<file path="src/rtl/instr_load_mem_pkg.sv">
// Shared definitions for the instruction load/fetch memory: FSM states,
// the default NOP word and the index-width helper.
package instr_mem_pkg;

  typedef enum logic [1:0] {
    IDLE = 2'b00,
    LOAD = 2'b01,
    RUN  = 2'b10
  } state_t;

  localparam logic [31:0] NOP_DEFAULT = 32'h0000_0000;

  function automatic int idx_width(input int depth);
    return $clog2(depth);
  endfunction

endpackage

</file>
<file path="src/rtl/instr_load_mem_if.sv">
// Load/fetch bus of instr_load_mem. load_csum exists only when
// LOAD_CHECKSUM_EN is defined.
interface instr_load_mem_if #(
  parameter int DATA_W = 32,
  parameter int DEPTH  = 64,
  parameter int PC_W   = 32
);
  import instr_mem_pkg::*;

  localparam int CNT_W = idx_width(DEPTH) + 1;

  logic              LoadInstructions;
  logic              load_valid;
  logic [DATA_W-1:0] Instruction;
  logic              load_ready;
  logic              fetch_en;
  logic [PC_W-1:0]   fetch_pc;
  logic [DATA_W-1:0] instr_out;
  logic              instr_valid;
  logic [CNT_W-1:0]  instr_count;
  logic              load_full;
  logic              load_overflow;
  logic [1:0]        state_out;
`ifdef LOAD_CHECKSUM_EN
  logic [DATA_W-1:0] load_csum;
`endif

  modport master (
    output LoadInstructions, load_valid, Instruction, fetch_en, fetch_pc,
    input  load_ready, instr_out, instr_valid, instr_count, load_full,
           load_overflow, state_out
`ifdef LOAD_CHECKSUM_EN
    , input load_csum
`endif
  );

  modport slave (
    input  LoadInstructions, load_valid, Instruction, fetch_en, fetch_pc,
    output load_ready, instr_out, instr_valid, instr_count, load_full,
           load_overflow, state_out
`ifdef LOAD_CHECKSUM_EN
    , output load_csum
`endif
  );

endinterface

</file>
<file path="src/rtl/instr_load_mem_ram.sv">
// Instruction storage: one write port, one registered read port.
// The array is deliberately left without reset.
module instr_ram #(
  parameter int DATA_W = 32,
  parameter int DEPTH  = 64,
  parameter int IW     = 6
) (
  input  logic              clk,
  input  logic              wr_en,
  input  logic [IW-1:0]     wr_addr,
  input  logic [DATA_W-1:0] wr_data,
  input  logic              rd_en,
  input  logic [IW-1:0]     rd_addr,
  output logic [DATA_W-1:0] rd_data
);

  logic [DATA_W-1:0] mem [DEPTH];

  always_ff @(posedge clk) begin
    if (wr_en) mem[wr_addr] <= wr_data;
    if (rd_en) rd_data <= mem[rd_addr];
  end

endmodule

</file>
<file path="src/rtl/instr_load_mem.sv">
// Instruction store with load controller (IDLE/LOAD/RUN) and registered fetch.
// Define LOAD_CHECKSUM_EN to add the running XOR checksum load_csum.
module instr_load_mem
  import instr_mem_pkg::*;
#(
  parameter int                DATA_W   = 32,
  parameter int                DEPTH    = 64,
  parameter int                PC_W     = 32,
  parameter logic [DATA_W-1:0] NOP_WORD = DATA_W'(NOP_DEFAULT)
) (
  input logic              clk,
  input logic              Reset,
  instr_load_mem_if.slave  bus
);

  localparam int IW = idx_width(DEPTH);
  localparam int CW = IW + 1;

  state_t            state, next_state;
  logic [CW-1:0]     count;
  logic              overflow;
  logic              valid_q;
  logic              hit_q;
  logic              full, ready, accept, enter_load, fetch_go, hit;
  logic [IW-1:0]     fetch_idx;
  logic [DATA_W-1:0] rd_data;

  assign full       = (count == CW'(DEPTH));
  assign ready      = (state == LOAD) && !full;
  assign accept     = bus.load_valid && ready;
  assign enter_load = (state != LOAD) && bus.LoadInstructions;
  assign fetch_go   = (state == RUN) && bus.fetch_en;
  assign fetch_idx  = bus.fetch_pc[IW+1:2];
  assign hit        = ({1'b0, fetch_idx} < count) && (bus.fetch_pc[1:0] == 2'b00);

  always_ff @(posedge clk or negedge Reset) begin
    if (!Reset) state <= IDLE;
    else        state <= next_state;
  end

  always_comb begin
    next_state = state;
    case (state)
      IDLE:    if (bus.LoadInstructions)  next_state = LOAD;
      LOAD:    if (!bus.LoadInstructions) next_state = RUN;
      RUN:     if (bus.LoadInstructions)  next_state = LOAD;
      default: next_state = IDLE;
    endcase
  end

  // count doubles as the write pointer: both clear together and step together
  always_ff @(posedge clk or negedge Reset) begin
    if (!Reset) begin
      count    <= '0;
      overflow <= 1'b0;
    end else if (enter_load) begin
      count    <= '0;
      overflow <= 1'b0;
    end else begin
      if (accept) count <= count + 1'b1;
      if ((state == LOAD) && bus.load_valid && full) overflow <= 1'b1;
    end
  end

  // hit_q only moves on a fetch, so instr_out holds between requests
  always_ff @(posedge clk or negedge Reset) begin
    if (!Reset) begin
      valid_q <= 1'b0;
      hit_q   <= 1'b0;
    end else begin
      valid_q <= fetch_go;
      if (fetch_go) hit_q <= hit;
    end
  end

`ifdef LOAD_CHECKSUM_EN
  logic [DATA_W-1:0] csum;

  always_ff @(posedge clk or negedge Reset) begin
    if (!Reset)          csum <= '0;
    else if (enter_load) csum <= '0;
    else if (accept)     csum <= csum ^ bus.Instruction;
  end

  assign bus.load_csum = csum;
`endif

  instr_ram #(
    .DATA_W (DATA_W),
    .DEPTH  (DEPTH),
    .IW     (IW)
  ) u_ram (
    .clk     (clk),
    .wr_en   (accept),
    .wr_addr (count[IW-1:0]),
    .wr_data (bus.Instruction),
    .rd_en   (fetch_go),
    .rd_addr (fetch_idx),
    .rd_data (rd_data)
  );

  assign bus.load_ready    = ready;
  assign bus.instr_out     = hit_q ? rd_data : NOP_WORD;
  assign bus.instr_valid   = valid_q;
  assign bus.instr_count   = count;
  assign bus.load_full     = full;
  assign bus.load_overflow = overflow;
  assign bus.state_out     = state;

endmodule

</file>
<file path="src/flat_wrapper.sv">
// flat-port wrapper written by rule: the top's interface ports become plain ports
module instr_load_mem_flat import instr_mem_pkg::*;
#(
  parameter int                DATA_W   = 32,
  parameter int                DEPTH    = 64,
  parameter int                PC_W     = 32,
  parameter logic [DATA_W-1:0] NOP_WORD = DATA_W'(NOP_DEFAULT)
)
  (clk, Reset, bus_LoadInstructions, bus_load_valid, bus_Instruction, bus_fetch_en, bus_fetch_pc, bus_load_ready, bus_instr_out, bus_instr_valid, bus_instr_count, bus_load_full, bus_load_overflow, bus_state_out);
  instr_load_mem_if #(.DATA_W(DATA_W), .DEPTH(DEPTH), .PC_W(PC_W)) bus_i ();
  input logic clk;
  input logic Reset;
  input wire logic [$bits(bus_i.LoadInstructions)-1:0] bus_LoadInstructions;
  input wire logic [$bits(bus_i.load_valid)-1:0] bus_load_valid;
  input wire logic [$bits(bus_i.Instruction)-1:0] bus_Instruction;
  input wire logic [$bits(bus_i.fetch_en)-1:0] bus_fetch_en;
  input wire logic [$bits(bus_i.fetch_pc)-1:0] bus_fetch_pc;
  output wire logic [$bits(bus_i.load_ready)-1:0] bus_load_ready;
  output wire logic [$bits(bus_i.instr_out)-1:0] bus_instr_out;
  output wire logic [$bits(bus_i.instr_valid)-1:0] bus_instr_valid;
  output wire logic [$bits(bus_i.instr_count)-1:0] bus_instr_count;
  output wire logic [$bits(bus_i.load_full)-1:0] bus_load_full;
  output wire logic [$bits(bus_i.load_overflow)-1:0] bus_load_overflow;
  output wire logic [$bits(bus_i.state_out)-1:0] bus_state_out;
  assign bus_i.LoadInstructions = bus_LoadInstructions;
  assign bus_i.load_valid = bus_load_valid;
  assign bus_i.Instruction = bus_Instruction;
  assign bus_i.fetch_en = bus_fetch_en;
  assign bus_i.fetch_pc = bus_fetch_pc;
  assign bus_load_ready = bus_i.load_ready;
  assign bus_instr_out = bus_i.instr_out;
  assign bus_instr_valid = bus_i.instr_valid;
  assign bus_instr_count = bus_i.instr_count;
  assign bus_load_full = bus_i.load_full;
  assign bus_load_overflow = bus_i.load_overflow;
  assign bus_state_out = bus_i.state_out;
  instr_load_mem #(.DATA_W(DATA_W), .DEPTH(DEPTH), .PC_W(PC_W), .NOP_WORD(NOP_WORD)) u_core (.clk(clk), .Reset(Reset), .bus(bus_i));
endmodule
</file>
<file path="config.mk">
export PLATFORM = sky130hd
export DESIGN_NAME = instr_load_mem_flat
export DESIGN_NICKNAME = d
export VERILOG_FILES = /design/src/rtl/instr_load_mem_pkg.sv /design/src/rtl/instr_load_mem_if.sv /design/src/rtl/instr_load_mem_ram.sv /design/src/rtl/instr_load_mem.sv /design/src/flat_wrapper.sv
export SDC_FILE = /design/constraint.sdc
export NUM_CORES = 2
export LEC_CHECK = 0
export BUFFER_PORTS_ARGS = -buffer_cell sky130_fd_sc_hd__buf_2
export CAP_MARGIN = 5
export CORE_MARGIN = 8
export CORE_UTILIZATION = 52
export DETAILED_ROUTE_END_ITERATION = 10
export HOLD_SLACK_MARGIN = 0.15
export MAX_ROUTING_LAYER = met4
export PLACE_DENSITY = 0.68
export SYNTH_ARGS = -nofsm -noshare
export SYNTH_HDL_FRONTEND = slang
export SYNTH_HIERARCHICAL = 1
export SYNTH_SLANG_ARGS = --single-unit
</file>
<file path="constraint.sdc">
create_clock -name clk -period 9.5 [get_ports clk]
set_input_delay 2.85 -clock clk [delete_from_list [all_inputs] [get_ports clk]]
set_output_delay 2.85 -clock clk [all_outputs]
set_load 0.1 [all_outputs]
</file>
Yosys cells after proc, flatten, opt, wreduce, memory -nomap -nowiden
Memory sizes are Yosys's and may differ from the RTL's. A register that Yosys moved wholly into a read port is not among the register bits.
Index checks and enable logic that the tools add are counted.
{ "word_totals": {"elab_cells": 38, "ram_bits": 2048, "romBits": 0, "input_bits": 69, "regBits": 12, "mem_count": 1, "output_inout_bits": 45, "latchBits": 0} }
{ "memory_table": {"columns": ["name", "depth", "width", "read_ports", "rd_ports_with_merged_regs", "write_ports", "line", "source"], "rows": [
  ["u_core.u_ram.mem", 64, 32, 1, 1, 1, "instr_load_mem_ram.sv:17", "logic [DATA_W-1:0] mem [DEPTH];"]
]} }
{ "op_classes": {"n_mul": 0, "bitwise_logic": 0, "n_reduce_logical": 14, "div_mod_pow": 0, "addsub": 1, "n_lt_le_gt_ge": 1, "n_shift": 0, "muxes": 10, "eq_ne": 6} }
{ "ops": {"columns": ["op", "n"], "rows": [
  ["two-way mux 32 bit", 1],
  ["two-way mux 7 bit", 2],
  ["adder 7 x 1 -> 7 bit (second input constant)", 1],
  ["== test 7 bit (second input constant)", 1],
  ["logical AND 1 bit", 7],
  ["< comparator 6 x 7 -> 1 bit", 1],
  ["zero test 2 bit", 2],
  ["two-way mux 1 bit", 4],
  ["two-way mux 2 bit", 2],
  ["inequality test 2 x 1 -> 1 bit (second input constant)", 2],
  ["case mux 2 bit (2 select lines)", 1],
  ["nonzero test 2 bit", 2],
  ["== test 2 x 1 -> 1 bit (second input constant)", 1],
  ["== test 2 bit (second input constant)", 1],
  ["inequality test 2 bit (second input constant)", 1],
  ["AND reduction 2 bit", 1],
  ["OR reduction 2 bit", 1],
  ["zero test 1 bit", 1]
]} }

Longest topological paths before layout
{ "depth": {"depth_word": 6, "depth_mapped": 10, "ltp_nobuf": 6} }

Hierarchy
Netlist, hierarchy kept.
{ "modules_own_cells": {"columns": ["module", "n_inst", "cells_per_inst", "area_each_um2"], "rows": [
  ["instr_ram", 1, 3324, 78835.6],
  ["instr_load_mem", 1, 106, 933.4]
]} }

Least setup slack after synthesis
Ideal clock, no wire load.
{ "synth_path": {"path_kind": "input to register", "from": "input bus_load_valid", "to": "memory u_core.u_ram.mem[49][0], enable pin", "arrival_ns": 5.973, "slack_ns": 3.066, "setup_time_ns": 0.461, "n_path_buf": 0, "required_time_ns": 9.039, "stages": 5, "path_cell_list": "nand3b_4 > a31oi_2 > nor2b_1 > nand4_1 > nor3_1"} }
{ "synth_via": {"elab_chain_len": 3} }
{ "synth_rtl": {"columns": ["element", "line", "source"], "rows": [
  ["from (decl)", "flat_wrapper.sv:14", "input wire logic [$bits(bus_i.load_valid)-1:0] bus_load_valid;"],
  ["logical AND 1 bit", "instr_load_mem.sv:30", "assign accept = bus.load_valid && ready;"],
  ["net u_core.accept", "instr_load_mem.sv:24", "logic full, ready, accept, enter_load, fetch_go, hit;"],
  ["two-way mux 1 bit", "instr_load_mem_ram.sv:20", "if (wr_en) mem[wr_addr] <= wr_data;"],
  ["two-way mux 1 bit (not written as such)", "instr_load_mem_ram.sv:20", null],
  ["to (decl)", "instr_load_mem_ram.sv:17", null]
]} }
The timed path passes the listed nets, and every way through them passes these cells.

==> reports/results.ini <==
[clock_network]
cts-htree-levels = 4
worstSkewPairLatency_ps = 820
numCtsBuffers = 198
cts-hold-fix-buffers = 0
cts_setup_buffers = 0
ctsLongestPathBuffers = 3
clkSlewWorstSetupHoldPaths_ps = 60
cts_tree = done
cts_root_buf = clkbuf_16
cts_sinks = 2092
cts_resized = 0

[routing]
viasPerCell = 6.46
routed_wl_mm = 191
vias = 37600
drt-pass1-iter-count = 5
wl_per_cell_um = 32.8
ant_nets = 0
drt_iter0_markers = 4797
drc = 0

[floorplanning]
dieArea_sq_um = 166000
dieWidth_um = 408
rows = 143
start_util_pct = 52.5
core_region_area_sq_um = 152000
die_h_um = 408
num_io_pins = 114

[logic_synthesis]
ys.flop_type = edfxtp_1
synth_compound_area_share_pct = 1.77
synth_area_leaders = edfxtp_1 (78%), mux4_2 (15%), mux2i_1 (1.2%)
yosys_warnings = 6
synthDistinctLibCells = 53
yosys.area_share.simple_pct = 1.71
synth_top_family_by_area = multiplexers
syn_nets = 3506
synth_area_sq_um = 79800
synth_xor_area_share_pct = 0.0329
synthAdderAreaFrac_pct = 0.110
synthesis.instances = 3430
synth_top_area_share_pct = 78.3
synthArstFlopShare_pct = 0.574
syn_area_per_cell_sq_um = 23.3
synth-edff-count = 2080
ys_seq_elements = 2092
synth_top_area_cell = edfxtp_1
synthMuxAreaShare_pct = 16.5
ys_seq_area_share_pct = 78.7

[pwr]
max-vdd-ir-drop_v = 0.000183
p_leak_nw = 27.8
p_per_area_nw_per_um2 = 210

[worst_setup_path]
cp_max_fo = 100
path_class = primary input to register
cp-start-kind = primary input
endpoint_kind = register
worstPathArrival_ps = 6170
worst_ep_required_time_ps = 10050

[cells_and_area]
fillers = 10600
nets = 3707
area_growth_pct = 12.1
utilization_pct = 58.8
final_area_sq_um = 89500
layout_commonest_cell = edfxtp_1
drive_gt1_share_pct = 28.3
instances_no_fill = 5826
layout_common_cells = edfxtp_1 (2080), mux4_2 (544), clkbuf_16 (203)

[placed_design]
gp_congestion = 0.805
port_buffers = 89
placed_cells = 5461
post-dp-hpwl_mm = 95.1
dpl_cell_area_sq_um = 83200

[sta]
max_slew_margin_pct = 18.8
setup_violations = 0
maxSlewViolCount = 0
fmax_mhz = 178
fin_setup_tns_ps = 0
fin_crit_sh_pct = 59.1
worst_slew_pin_slew_ps = 1220
rsz0062_at_grt = false
fin_skew_ps = 23.8
final_hold_viol_count = 0
post-route-min-period_ps = 5610
holdWs_ps = 508

[global_routing]
grt_pass1_vias = 37500
grt_max_degree = 101
grt_remaining_overflow = 0
grt_pass1_wl_mm = 274
grt_antenna_before_repair = 7
grt_use_total_pct = 23.4

[run_status]
status = complete, no violations

[hold_path]
hold_class = register to register

[flow_run]
max_cap_violations = 0

## flip-flops by register name, indices dropped and copies added, names as in the netlist
register,flops
u_core/u_ram/mem,2048
u_core/u_ram/rd_data,32
u_core/bus.instr_count,7
u_core/bus.state_out,2
u_core/bus.instr_valid,1
u_core/bus.load_overflow,1
u_core/hit_q,1
## kinds of logic (layout without fill, tap and decap cells)
logic type / count (synthesis) / after routing
compound gates: 215 / 215
xor+xnor: 3 / 3
other cells: 0 / 4
buf+inv: 193 / 555
simple gates: 282 / 282
fa+ha+maj: 7 / 7
mux: 638 / 638
flops: 2092 / 2092
## metrics by stage
stage / power (mW) / worst slack, ps
finish: 18.8 / 3890
global route: 19.3 / 3830
CTS: 18.9 / 3940
detailed placement: 11.3 / 3070
global placement: 11.3 / 3060
floorplan: 11.0 / 3070
## metal layers
layer  part of all wire (%)  vias to the layer above  GRT usage [%]  wire length [um]
li1                       -                    15100              -                 -
met1                     41                    20300           33.4             78200
met2                     46                     1914           34.5             88200
met3                     10                      317           5.32             19500
met4                    2.8                        0           6.55              5340
met5                      0                        -              -                 0
## power breakdown
group | internal, mW | switching (mW) | total, mW
Sequential | 10.2 | 0.0180 | 10.2
Combinational | 0.315 | 0.597 | 0.912
Clock | 4.37 | 3.31 | 7.68
## worst max-delay path, cell delays in order
cell     delay, ps
buf_8          630
buf_12         610
mux4_2         610
mux4_2         530
o22ai_1        460
nor2_1         100
## synth_stat cells, types with 2 or more instances
cell type and instances:
o22ai_1 84, inv_1 8, nor2_1 144, nand3b_1 5, or3b_2 3, or2_2 2, and2_1 35, nand4_1 4
o21ai_0 2, nand2b_1 11, buf_4 25, o221ai_1 27, a311oi_1 8, xnor2_1 2, and3_1 4, mux4_2 544
mux2i_1 94, a41o_1 4, buf_1 21, or3_1 3, a22oi_1 12, nor3_1 8, or3b_1 2, nand2_1 28
nor2b_1 15, a21oi_1 65, dfrtp_1 12, edfxtp_1 2080, o32ai_1 4, buf_6 5, buf_2 57, clkbuf_1 77
nand3_1 9, ha_1 7
## worst paths after layout
kind,endpoint,slack (ps),from,cells after the start
setup / recovery,u_core/u_ram/rd_data[22],3890,bus_fetch_pc[2],6
hold / removal,u_core/bus.load_overflow,510,u_core/bus.load_overflow,1
setup reg to reg,u_core/u_ram/mem[46][25],5580,u_core/bus.instr_count[1],7
hold reg to reg,u_core/bus.load_overflow,510,u_core/bus.load_overflow,1
max in group asynchronous,u_core/bus.instr_count[0],7380,Reset,1
min in group asynchronous,u_core/bus.state_out[1],1910,Reset,1
## area by class of cell
class / instances / area, sq um / share of cell area (%)
Multi-Input combinational cell: 1145 / 16600 / 18.5
Sequential cell: 2092 / 62800 / 70.2
Antenna cell: 4 / 10.0 / 0.0112
Inverter: 8 / 30.0 / 0.0336
Timing Repair Buffer: 186 / 1300 / 1.45
Tap cell: 2030 / 2540 / 2.84
Clock buffer: 254 / 5270 / 5.89
Clock inverter: 107 / 983 / 1.10
No activity file was read; power rests on OpenSTA's default activity.
